### src/rtl/mult_fu.sv
// Pipelined integer multiply unit: one partial product per stage,
// tracking destination tag and branch mask for squash/resolve.
module mult_fu #(
    parameter int XLEN       = 32,
    parameter int NUM_STAGES = 4,
    parameter int PRF_IDX_W  = 6,
    parameter int BMASK_W    = 4
) (
    input  logic                 clock,
    input  logic                 reset,
    input  logic                 is_valid,
    input  logic [XLEN-1:0]      is_opa,
    input  logic [XLEN-1:0]      is_opb,
    input  logic [1:0]           is_func,
    input  logic [PRF_IDX_W-1:0] is_dest_tag,
    input  logic [BMASK_W-1:0]   is_bmask,
    input  logic                 br_valid,
    input  logic [BMASK_W-1:0]   br_mask,
    input  logic                 br_mispredict,
    input  logic                 cdb_grant,
    output logic                 fu_ready,
    output logic                 done_valid,
    output logic [XLEN-1:0]      done_result,
    output logic [PRF_IDX_W-1:0] done_tag,
    output logic [BMASK_W-1:0]   done_bmask
);

    localparam int PW = 2 * XLEN;
    localparam int CW = PW / NUM_STAGES;
    localparam int L  = NUM_STAGES - 1;

    logic [NUM_STAGES-1:0] v;
    logic [PW-1:0]         acc    [NUM_STAGES];
    logic [PW-1:0]         mcand  [NUM_STAGES];
    logic [PW-1:0]         mplier [NUM_STAGES];
    logic [1:0]            func   [NUM_STAGES];
    logic [PRF_IDX_W-1:0]  tag    [NUM_STAGES];
    logic [BMASK_W-1:0]    bmask  [NUM_STAGES];

    logic [NUM_STAGES-1:0] s_v;
    logic [NUM_STAGES-1:0] n_v;
    logic [PW-1:0]         s_acc    [NUM_STAGES];
    logic [PW-1:0]         s_mcand  [NUM_STAGES];
    logic [PW-1:0]         s_mplier [NUM_STAGES];
    logic [1:0]            s_func   [NUM_STAGES];
    logic [PRF_IDX_W-1:0]  s_tag    [NUM_STAGES];
    logic [BMASK_W-1:0]    s_bm     [NUM_STAGES];
    logic [PW-1:0]         n_acc    [NUM_STAGES];
    logic [PW-1:0]         n_mcand  [NUM_STAGES];
    logic [PW-1:0]         n_mplier [NUM_STAGES];
    logic [BMASK_W-1:0]    n_bm     [NUM_STAGES];

    logic          res_ok;
    logic          res_bad;
    logic          a_sgn;
    logic          b_sgn;
    logic [PW-1:0] a_ext;
    logic [PW-1:0] b_ext;
    logic          stall;

    function automatic logic [BMASK_W-1:0] clr_mask(
        input logic [BMASK_W-1:0] m,
        input logic               ok,
        input logic [BMASK_W-1:0] bm
    );
        return ok ? (m & ~bm) : m;
    endfunction

    function automatic logic killed(
        input logic [BMASK_W-1:0] m,
        input logic               bad,
        input logic [BMASK_W-1:0] bm
    );
        return bad && (|(m & bm));
    endfunction

    assign res_ok  = br_valid & ~br_mispredict;
    assign res_bad = br_valid & br_mispredict;

    // MULH and MULHSU treat A as signed; only MULH treats B as signed
    assign a_sgn = (is_func == 2'd1) || (is_func == 2'd2);
    assign b_sgn = (is_func == 2'd1);
    assign a_ext = {{XLEN{a_sgn & is_opa[XLEN-1]}}, is_opa};
    assign b_ext = {{XLEN{b_sgn & is_opb[XLEN-1]}}, is_opb};

    for (genvar gi = 0; gi < NUM_STAGES; gi++) begin : g_stage
        if (gi == 0) begin : g_in
            assign s_v[gi]      = is_valid;
            assign s_acc[gi]    = '0;
            assign s_mcand[gi]  = a_ext;
            assign s_mplier[gi] = b_ext;
            assign s_func[gi]   = is_func;
            assign s_tag[gi]    = is_dest_tag;
            assign s_bm[gi]     = is_bmask;
        end else begin : g_pipe
            assign s_v[gi]      = v[gi-1];
            assign s_acc[gi]    = acc[gi-1];
            assign s_mcand[gi]  = mcand[gi-1];
            assign s_mplier[gi] = mplier[gi-1];
            assign s_func[gi]   = func[gi-1];
            assign s_tag[gi]    = tag[gi-1];
            assign s_bm[gi]     = bmask[gi-1];
        end
        assign n_acc[gi] = s_acc[gi] + s_mcand[gi] *
                           {{(PW-CW){1'b0}}, s_mplier[gi][CW-1:0]};
        assign n_mcand[gi]  = s_mcand[gi] << CW;
        assign n_mplier[gi] = s_mplier[gi] >> CW;
        assign n_v[gi]  = s_v[gi] & ~killed(s_bm[gi], res_bad, br_mask);
        assign n_bm[gi] = clr_mask(s_bm[gi], res_ok, br_mask);
    end

    // A squashed final entry never requests, so it cannot cause a stall
    assign done_valid = ~reset & v[L] & ~killed(bmask[L], res_bad, br_mask);
    assign stall      = done_valid & ~cdb_grant;
    assign fu_ready   = ~stall;

    always_comb begin
        done_result = '0;
        done_tag    = '0;
        done_bmask  = '0;
        if (!reset) begin
            done_result = (func[L] == 2'd0) ? acc[L][XLEN-1:0]
                                            : acc[L][PW-1:XLEN];
            done_tag    = tag[L];
            done_bmask  = bmask[L];
        end
    end

    always_ff @(posedge clock) begin
        if (reset) begin
            v <= '0;
            for (int i = 0; i < NUM_STAGES; i++) begin
                acc[i]    <= '0;
                mcand[i]  <= '0;
                mplier[i] <= '0;
                func[i]   <= '0;
                tag[i]    <= '0;
                bmask[i]  <= '0;
            end
        end else begin
            for (int i = 0; i < NUM_STAGES; i++) begin
                if (!stall) begin
                    v[i] <= n_v[i];
                    // Bubbles leave the payload of the last occupant in place
                    if (n_v[i]) begin
                        acc[i]    <= n_acc[i];
                        mcand[i]  <= n_mcand[i];
                        mplier[i] <= n_mplier[i];
                        func[i]   <= s_func[i];
                        tag[i]    <= s_tag[i];
                        bmask[i]  <= n_bm[i];
                    end else begin
                        bmask[i] <= clr_mask(bmask[i], res_ok, br_mask);
                    end
                end else begin
                    v[i]     <= v[i] & ~killed(bmask[i], res_bad, br_mask);
                    bmask[i] <= clr_mask(bmask[i], res_ok, br_mask);
                end
            end
        end
    end

endmodule

### config.mk
export PLATFORM = sky130hd
export DESIGN_NAME = mult_fu
export DESIGN_NICKNAME = d
export VERILOG_FILES = /design/src/rtl/mult_fu.sv
export SDC_FILE = /design/constraint.sdc
export NUM_CORES = 2
export LEC_CHECK = 0
export CAP_MARGIN = 10
export CELL_PAD_IN_SITES_DETAIL_PLACEMENT = 2
export CELL_PAD_IN_SITES_GLOBAL_PLACEMENT = 2
export CORE_MARGIN = 2
export CORE_UTILIZATION = 35
export CTS_CLUSTER_DIAMETER = 50
export CTS_CLUSTER_SIZE = 25
export DETAILED_ROUTE_END_ITERATION = 10
export GPL_TIMING_DRIVEN = 0
export PLACE_DENSITY = 0.67
export SKIP_CTS_REPAIR_TIMING = 1
export SLEW_MARGIN = 20
export SYNTH_ARGS = -nofsm -noshare
export SYNTH_HDL_FRONTEND = slang
export SYNTH_SLANG_ARGS = --single-unit
### constraint.sdc
create_clock -name clock -period 10.95 [get_ports clock]
set_input_delay 2.19 -clock clock [delete_from_list [all_inputs] [get_ports clock]]
set_output_delay 2.19 -clock clock [all_outputs]
set_load 0.02 [all_outputs]
=== After elaboration in Yosys (flattened, before gate mapping) ===
Memory sizes are Yosys's and may differ from the RTL's.
Cells that the tools add are included.

* Register bits after elaboration: 4
* RAM bits: 688
* Bits of input ports: 86
* Output and inout port bits: 44
* Logic and storage cells: 174
* Memories: 6

{| class="wikitable"
|+ Memory list
! memory !! words !! width !! read ports !! clocked after memory_dff !! write ports !! line !! source
|-
| acc || 4 || 64 || 4 || 0 || 4 || 33 || <nowiki>logic [PW-1:0] acc [NUM_STAGES];</nowiki>
|-
| mcand || 4 || 48 || 3 || 0 || 4 || 34 || <nowiki>logic [PW-1:0] mcand [NUM_STAGES];</nowiki>
|-
| mplier || 4 || 48 || 3 || 0 || 4 || 35 || <nowiki>logic [PW-1:0] mplier [NUM_STAGES];</nowiki>
|-
| tag || 4 || 6 || 4 || 0 || 4 || 37 || <nowiki>logic [PRF_IDX_W-1:0] tag [NUM_STAGES];</nowiki>
|-
| bmask || 4 || 4 || 4 || 0 || 4 || 38 || <nowiki>logic [BMASK_W-1:0] bmask [NUM_STAGES];</nowiki>
|-
| func || 4 || 2 || 4 || 0 || 4 || 36 || <nowiki>logic [1:0] func [NUM_STAGES];</nowiki>
|}

* Add/sub/neg operators: 3
* $mul: 4
* Equality and inequality tests: 2
* Multiplexer cells: 82
* Bitwise logic cells: 64
* Reductions and logical operators: 12

{| class="wikitable"
|+ Operators with widths
! operator !! count
|-
| $mux W48 || 8
|-
| $mux W64 || 4
|-
| $add A64 B64 Y64 || 3
|-
| $mul A64 B16 Y64 || 3
|-
| $mux W4 || 18
|-
| $mux W32 || 2
|-
| $mul A33 B17 Y50 || 1
|-
| $mux W1 || 41
|-
| $and A4 B4 Y4 || 10
|-
| $or A1 B1 Y1 || 32
|-
| $mux W6 || 5
|-
| $reduce_or A4 Y1 || 5
|-
| $and A1 B1 Y1 || 12
|-
| $not A1 Y1 || 9
|-
| $mux W2 || 4
|-
| $logic_and A1 B1 Y1 || 5
|-
| $not A4 Y4 || 1
|-
| $eq A2 B1 Y1 const B || 1
|-
| $eq A2 B2 Y1 const B || 1
|-
| $logic_not A2 Y1 || 1
|-
| $logic_or A1 B1 Y1 || 1
|}

=== Longest topological paths before layout ===
An unclocked memory read counts as a cell.

* Depth in word-level cells: 13
* Depth in mapped cells: 28

=== Worst setup path after synthesis ===
Ideal clock, no wire load.

* Path type: in2reg
* From: input br_mask[2]
* To: memory bmask[0][0], data pin
* Setup time: 270 ps
* Arrival time: 8792 ps
* Required time: 10680 ps
* Setup slack: 1888 ps
* Stages on the path: 8
* Cells stage by stage: a22oi_1 a21oi_1 nor3b_1 nor2b_1 buf_2 a21oi_1 nand2b_1 a21oi_1

{| class="wikitable"
|+ RTL lines
! what !! line !! source
|-
| from (decl) || 18 || <nowiki>input logic [BMASK_W-1:0] br_mask,</nowiki>
|-
| to (decl) || 38 ||
|}

==> results.ini <==
[global_route]
grt_antenna_before_repair=13
overflow=0
grt_pass1_vias=52100
grt_most_used_layer=met2
met3_usage_pct=1.30
met2_usage_pct=43.5
grt_pass1_wl_mm=326
grt_max_degree=41
gr-usage-all-layers_pct=23.4
use_met1_pct=29.2

[worst_hold_path]
hold_path.class=reg -> reg
min_from=acc[2][22]$_SDFFCE_PN0P_

[synth]
synth_edf_count=390
yosysTopAreaCellShare_pct=42.3
yosys.area.top_type=fa_1
synth_commonest_cells=1708 x inv_1, 1345 x fa_1, 845 x nand2_1
ys_seq_area_share_pct=18.5
synth.distinct_cells=80
synth_area_mm2=0.0636
avgSynthCellArea_um2=9.79
yosysMostFrequentCell=inv_1
synthArstFlopShare_pct=0
synthCells=6501
yosys_warnings=0
synthFlopType=edfxtp_1
ys_ff_latch=394
synth_area_leaders=fa_1 42%, edfxtp_1 18%, inv_1 10%

[floorplanning]
num_rows=156
core_area_mm2=0.181
ios=130
chipWidth_um=430
die-height_um=430
fp.dieArea_mm2=0.185
floorplan.initialDensity_pct=35.2

[cells_and_area]
fin_nets=8449
design_area_mm2=0.0700
drive_gt1_share_pct=2.20
fillers=19600
area_growth_pct=10.0

[clock_network]
cts_buffer_depth=3
clock-sinks=394
h-tree-depth=2
cts_buffers=44
cts_root_buf=clkbuf_16
path_clk_slew_ns=0.07
cts_tree=done
clock_latency_ns=0.64

[setup_path]
arrival_ns=10.55
timing.rr.start=mplier[0][3]$_SDFFCE_PN0P_
start_kind=primary input
cp_max_fo=10
cp-end-kind=flip-flop
critPathLaunch=is_func[1]
path_class=in -> reg
required_ns=11.28

[sta]
relSlewSlack_pct=28.4
hold_viol_final=0
whs_ns=0.522
rsz0062_at_grt=false
tns_ns=0
fin_ws_ns=0.731
setup_viol=0
finalCritPeriodShare_pct=93.3
fmax_ghz=0.0979
drv_slew=0
finalCriticalPeriod_ns=10.22
worst_pin_slew_ns=1.07
skew_ns=0.0454

[placement]
placed_cell_area_mm2=0.0684
place_ws_ns=-0.00813
gp_congestion=0.890
io_buffers=128
hpwl_mm=188

[route]
drtIter0Drc=1746
drt-total-wl_mm=214
vias=43800
postRouteAntennaNets=0
routed_via_density=4.80
firstDrtPassIters=5
wl_per_cell_um=23.5
drc_errors=0

[run_status]
status=complete, no violations

[run]
cap_viol_max_count=0

sequential cells by signal (all words and copies together) (netlist names):
signal,cells
mcand,81
acc,242
func,8
bmask,16
tag,24
v,4
mplier,19
layout make-up:
class	instances	area (µm²)	area share (%)
diodes	2	5.00	0.00715
plain buffers	257	1000	1.43
clock buffers	47	1110	1.59
clock inverters	35	528	0.754
inverters	1709	6420	9.16
multi-input cells	4156	44500	63.6
flip-flops and latches	394	11800	16.8
well taps	2370	2970	4.23
repair buffers	144	1680	2.40
per-layer routing:
layer	share of wire, %	vias to the layer above	wire, µm
met5	0.0037	-	8
met4	3.5	2	7390
met3	2.2	233	4800
met2	52	621	111000
met1	42	23400	90500
li1	-	19500	-
path summary, 6_finish.rpt:
kind              depth (start not counted)                  endpoint  slack (ns)
setup / recovery                         25  acc[0][62]$_SDFFCE_PN0P_        0.73
hold / removal                            1  acc[3][22]$_SDFFCE_PN0P_        0.52
hold reg to reg                           1  acc[3][22]$_SDFFCE_PN0P_        0.52
setup reg to reg                         20  acc[1][60]$_SDFFCE_PN0P_        2.94
per-stage QoR:
| step | util, % | std cells |
|---|---|---|
| floorplan | - | 6516 |
| global placement | 37.6 | 9014 |
| detailed placement | 37.8 | 9030 |
| CTS | 38.7 | 9112 |
| global route | 38.7 | 9112 |
| finish | 38.7 | 9114 |
critical path: stages:
cell	delay, ns
clkdlybuf4s50_1	0.46
inv_1	0.06
ha_1	0.44
nor2b_1	0.18
clkbuf_1	0.64
clkbuf_1	0.64
nand2_1	0.24
fa_1	0.56
inv_1	0.06
fa_1	0.53
inv_1	0.05
fa_1	0.49
inv_1	0.06
fa_1	0.57
fa_1	0.45
fa_1	0.45
ha_1	0.40
a21oi_1	0.35
o211ai_1	0.22
a2111oi_4	0.56
nor3_1	0.20
a21oi_1	0.30
o21ai_0	0.18
xnor2_1	0.17
nor2_1	0.05
placed cells by master (no fill, tap or decap), types with 26 or more instances in the layout:
cell / instances
clkbuf_16: 44
xnor2_1: 110
nand3_1: 33
nor2_1: 164
inv_1: 1707
ha_1: 312
a21o_1: 68
clkbuf_1: 244
nor2b_1: 26
nand2b_1: 30
nor3_1: 33
a21oi_1: 159
o21ai_0: 65
fa_1: 1345
nand2_1: 845
clkdlybuf4s50_1: 128
and2_1: 656
xor2_1: 59
edfxtp_1: 390
logic make-up (layout without fill, tap and decap cells):
group	after synthesis	count (layout)	synth area share, %
fa+ha+maj	1657	1657	48.5
buf+inv	1966	2192	11.7
xor+xnor	169	169	2.33
compound gates	457	457	4.78
simple gates	1856	1856	14.2
mux	1	1	0.0157
flops	394	394	18.5
other cells	1	18	0.00589
Power is left out: the tool's default activity adds up to more than one toggle a clock period on the data nets, which glitch-free logic cannot reach.
